## src/rtl/hex_rate_counter_pkg.sv

```systemverilog
// Shared definitions for the hex rate counter.
// Holds the speed encodings, the divider width and the period function.
package hex_rate_counter_pkg;

  // Divider width; 4 * 50 MHz - 1 fits in 28 bits.
  localparam int unsigned DIV_W = 28;
  // Width used while computing the period, so that the multiply by 4 cannot overflow.
  localparam int unsigned PW    = DIV_W + 2;

  localparam logic [1:0] SPD_FULL = 2'b00;
  localparam logic [1:0] SPD_1HZ  = 2'b01;
  localparam logic [1:0] SPD_2S   = 2'b10;
  localparam logic [1:0] SPD_4S   = 2'b11;

  // Step period in clocks for a given speed setting.
  function automatic logic [PW-1:0] period(input logic [1:0] spd, input int unsigned clk_hz);
    logic [PW-1:0] p;
    case (spd)
      SPD_FULL: p = PW'(1);
      SPD_1HZ:  p = PW'(clk_hz);
      SPD_2S:   p = PW'(clk_hz) << 1;
      default:  p = PW'(clk_hz) << 2;
    endcase
    return p;
  endfunction

endpackage

```

## src/rtl/rate_divider.sv

```systemverilog
// Programmable down-counting divider that produces the step strobe.
// Ports: clock, resetn (async, active low), enable, load, speed[1:0] in;
//        tick out (combinational step strobe).
module rate_divider
  import hex_rate_counter_pkg::*;
#(
  parameter int unsigned CLK_HZ = 50000000
) (
  input  logic       clock,
  input  logic       resetn,
  input  logic       enable,
  input  logic       load,
  input  logic [1:0] speed,
  output logic       tick
);

  logic [DIV_W-1:0] div_cnt_q, div_cnt_d;
  logic [DIV_W-1:0] reload;
  logic [1:0]       speed_q;
  logic             cnt_zero;
  logic             speed_same;

  // Reload value P(speed)-1 for the currently selected speed.
  always_comb begin
    reload = DIV_W'(period(speed, CLK_HZ) - PW'(1));
  end

  assign cnt_zero   = (div_cnt_q == '0);
  assign speed_same = (speed == speed_q);

  // A speed change suppresses the strobe so the new period starts cleanly.
  assign tick = enable & ~load & cnt_zero & speed_same;

  // Next divider value: load, then speed change, then enable, then hold.
  always_comb begin
    div_cnt_d = div_cnt_q;
    if (load || !speed_same) begin
      div_cnt_d = reload;
    end else if (enable) begin
      if (cnt_zero) div_cnt_d = reload;
      else          div_cnt_d = div_cnt_q - DIV_W'(1);
    end
  end

  always_ff @(posedge clock or negedge resetn) begin
    if (!resetn) begin
      div_cnt_q <= '0;
      speed_q   <= SPD_FULL;
    end else begin
      div_cnt_q <= div_cnt_d;
      speed_q   <= speed;
    end
  end

endmodule

```

## src/rtl/hex_rate_counter.sv

```systemverilog
// Up/down hex digit counter stepping at a selectable rate.
// Ports: clock, resetn (async, active low), enable, speed[1:0], up, load,
//        load_value[3:0] in; digit[3:0] (registered), tick (combinational) out.
module hex_rate_counter
  import hex_rate_counter_pkg::*;
#(
  parameter int unsigned CLK_HZ = 50000000
) (
  input  logic       clock,
  input  logic       resetn,
  input  logic       enable,
  input  logic [1:0] speed,
  input  logic       up,
  input  logic       load,
  input  logic [3:0] load_value,
  output logic [3:0] digit,
  output logic       tick
);

  logic [3:0] digit_q, digit_d;
  logic       step;

  rate_divider #(
    .CLK_HZ (CLK_HZ)
  ) u_rate_divider (
    .clock  (clock),
    .resetn (resetn),
    .enable (enable),
    .load   (load),
    .speed  (speed),
    .tick   (step)
  );

  // Load wins; otherwise step by one on the strobe, wrapping modulo 16.
  always_comb begin
    digit_d = digit_q;
    if (load) begin
      digit_d = load_value;
    end else if (step) begin
      digit_d = up ? (digit_q + 4'(1)) : (digit_q - 4'(1));
    end
  end

  always_ff @(posedge clock or negedge resetn) begin
    if (!resetn) digit_q <= 4'h0;
    else         digit_q <= digit_d;
  end

  assign digit = digit_q;
  assign tick  = step;

endmodule

```

## config.mk

```make
export PLATFORM = sky130hd
export DESIGN_NAME = hex_rate_counter
export DESIGN_NICKNAME = d
export VERILOG_FILES = /design/src/rtl/hex_rate_counter_pkg.sv /design/src/rtl/rate_divider.sv /design/src/rtl/hex_rate_counter.sv
export SDC_FILE = /design/constraint.sdc
export NUM_CORES = 1
export LEC_CHECK = 0
export ABC_AREA = 1
export CORE_ASPECT_RATIO = 0.7
export CORE_MARGIN = 3
export CORE_UTILIZATION = 50
export DETAILED_ROUTE_END_ITERATION = 8
export PLACE_DENSITY = 0.69
export SYNTH_ARGS = -nofsm -noshare
export SYNTH_HDL_FRONTEND = slang
export SYNTH_SLANG_ARGS = --single-unit
```

## constraint.sdc

```tcl
create_clock -name clock -period 3.9 [get_ports clock]
set_input_delay 0.585 -clock clock [delete_from_list [all_inputs] [get_ports clock]]
set_output_delay 0.585 -clock clock [all_outputs]
set_load 0.01 [all_outputs]
```

==> summary.txt <==
Cells and area
  • Share of layout cells above drive strength 1: ~16%
  • Area grow syn2layout: 10.7%
  • Nets: 402
  • FF+latch area: about 850 um^2
  • Multi-input combinational cell area: about 1600 um^2
  • Fillers: 485
  • Diode count: 0

Die
  • Initial core utilization: between 50% and 60%
  • Rows: 21
  • Die width: 93.1 um
  • Die Height: 67.0 um
  • Die area: 6230 um^2
  • Core area: roughly 5000 um^2
  • I/O pin count: 16

Global routing
  • Vias in the first global route: 2069
  • First-pass GRT wire length: 10400 um
  • Initial antenna violation count: 0
  • Largest net degree at the start of global routing: 35
  • GRT Residual Overflow: 0
  • Gr usage total: 22.2%

STA
  • Clk_skew: 2.72 ps
  • Final TNS setup: 0 ps
  • Setup WS post-layout: roughly 870 ps
  • RSZ-0062 raised after global routing: no
  • Final setup vio count: 0
  • Actual slew at the worst max-slew pin: 615 ps
  • Fmax: 0.330 GHz
  • Final Critical Period: around 3000 ps
  • Max Slew Vio Count: 0
  • Hold Vio Cnt, Final: 0
  • Period utilization: between 70% and 80%
  • Slew margin rel.: about three fifths

Outcome
  • Status: completed

CTS
  • Setup bufs post-CTS: 0
  • CTS Buffer Depth: 2
  • TritonCTS clock tree: done
  • H-tree depth: 2
  • Skew-Pair Late Insertion Delay: 280 ps
  • Resized Gates After CTS: 0
  • Clock sink count: 34
  • CTS Buf Count: 5
  • Clock transition at path regs: approximately 70 ps
  • Cts hold-fix bufs: 0
  • Root Driver: clkbuf_8

Critical path
  • Setup crit end kind: output pin
  • Crit-path cells: clkdlybuf4s50_1, xnor2_1, nand3_2, clkinv_2, nand2_1, nor2_4, clkdlybuf4s50_1
  • WP data required: 3310 ps
  • Worst R2R Path Depth: 9
  • Worst reg2reg endpoint: u_rate_divider.div_cnt_q[7]$_DFFE_PN0P_
  • Worst setup SP type: input pin
  • Most frequent CP cell: clkdlybuf4s50_1
  • CP Class: in -> out
  • Critical Path AT: about 2500 ps
  • Max FO, Critical Path: 7
  • Slowest CP cell: clkdlybuf4s50_1
  • R2r startpoint: u_rate_divider.div_cnt_q[0]$_DFFE_PN0P_
  • Worst stage delay on the critical path: 560 ps
  • CP Launch Point: speed[1]
  • Setup slack, reg-to-reg: 1920 ps

Power
  • P_sw: between 0.0003 and 0.0004 W
  • Worst vdd ir: approximately 0.00014 V
  • Int Power: a little over 0.0006 W
  • Power per Cell Area: 315 nW/um^2
  • Sw frac: 34.6%
  • P_leak: 1.32 nW
  • Combinational Power Share: 25.9%
  • Clock network power share: 26.6%
  • Register share of total power: 47.5%
  • Pwr Total: 0.000927 W

Logic synthesis
  • Synth Cell Area: 2660 um^2
  • Mapped Avg Cell Area: 7.31 um^2
  • Ys Warns: 0
  • Fraction of registers with async set or reset after synthesis: 100%
  • Area contributors post-synth: dfrtp_1, nand2_1, nor2_1
  • Top cell type's share of synthesized area: roughly a third
  • Predominant post-synthesis flop cell: dfrtp_1
  • Sequential-to-total area share from yosys stat: 32.0%
  • Top-count cell post-synth: nand2_1
  • Syn Nets: 384
  • Post-synth EDFFs: 0
  • Gate Count Post-Synth: 363
  • Post-synthesis register bit count: 34
  • Cell variety after synth: 34
  • Largest area contributor in the netlist: dfrtp_1
  • Most frequent cells after synthesis: nand2_1, nor2_1, inv_1

Drt
  • DRC Markers: 0
  • Total number of vias: between 2k and 2.5k
  • Wire per inst: 14.2 um
  • TritonRoute pass-1 iters: 5
  • Post-DRT Antenna Nets: 0
  • Vias per Instance: 5.22
  • Initial detailed-routing violation count: 180
  • Routed wire length: 6390 um

Job
  • Maxcap violations: 0

Min path
  • Min-Delay Path Class: reg -> reg
  • Worst Hold Path Cells: 3
  • Hold EP: u_rate_divider.div_cnt_q[26]$_DFFE_PN0P_
  • HP Start: u_rate_divider.div_cnt_q[26]$_DFFE_PN0P_

Placement
  • Port Buffers: 15
  • Routability cong.: 0.943
  • Worst slack, placed: approximately 870 ps
  • Post-DP HPWL: 5090 um
-- routing by layer --
layer  GRT usage [%]  wire [um]  vias to the layer above
met5               0          0                        -
met4            5.48         70                        0
met3            4.85        462                        8
met2            30.3       2420                       72
met1            34.6       3440                     1077
li1                -          -                     1191
-- final cells by class --
cell class              instances  area share [%]
multi-input cells             279            54.1
inverters                      44            5.74
flip-flops and latches         34            28.9
clock inverters                 2           0.340
well taps                      69            2.94
repair buffers                 17            5.62
clock buffers                   5            2.34
-- worst max-delay path by stage --
stage | to | slack (ps) | cells after the start
after global routing | tick | 800 | 7
final | tick | 870 | 7
after CTS | tick | 870 | 7
after detailed placement | tick | 870 | 7
after floorplan | tick | 2020 | 6
after global placement | tick | 930 | 7
-- critical path, delay by kind of cell --
family / cells / cell delay [ps]
buffers and inverters: 3 / 1200
XOR/XNOR: 1 / 230
AND/OR/NAND/NOR: 3 / 430
-- kinds of logic (layout without fill, tap and decap cells) --
family	after synthesis	count (layout)	share of synthesized area [%]
XOR/XNOR	21	21	6.93
flip-flops	34	34	32.0
AO/OA/AOI/OAI	40	40	10.3
adder cells (fa/ha/maj)	10	10	5.00
AND/OR/NAND/NOR	208	208	37.7
buffers and inverters	50	68	8.06
-- state kept, by name (all words and copies together), names as in the netlist --
signal / flops
u_rate_divider.div_cnt_q: 28
digit: 4
u_rate_divider.speed_q: 2
-- placed cells by master (no fill, tap or decap), types with 7 or more instances in the layout --
cell type / synthesis / routed
xor2_1: 15 / 15
clkdlybuf4s50_1: 0 / 15
nand2_2: 7 / 7
nand2_1: 90 / 90
ha_1: 9 / 9
nand3_1: 20 / 20
nor2_1: 54 / 54
a21oi_1: 7 / 7
dfrtp_1: 34 / 34
inv_1: 39 / 39
nor2_2: 14 / 14
o21ai_0: 8 / 8
-- through the flow --
stage,hold slack (ps),std cells,util [%],area [um^2]
global placement,542,443,57.9,2860
global route,596,450,59.5,2940
detailed placement,547,443,57.9,2860
CTS,559,450,59.5,2940
finish,553,450,59.5,2940
floorplan,289,363,-,2660
-- power by group through the flow --
stage	Combinational, W	Clock (W)	Sequential (W)
final	0.000240	0.000246	0.000441
after global routing	0.000271	0.000269	0.000446
after CTS	0.000240	0.000257	0.000439
after detailed placement	0.000239	0	0.000446
after global placement	0.000235	0	0.000445
after floorplan	0.000173	0	0.000434
Note: power is estimated with default switching activity, not from simulation.
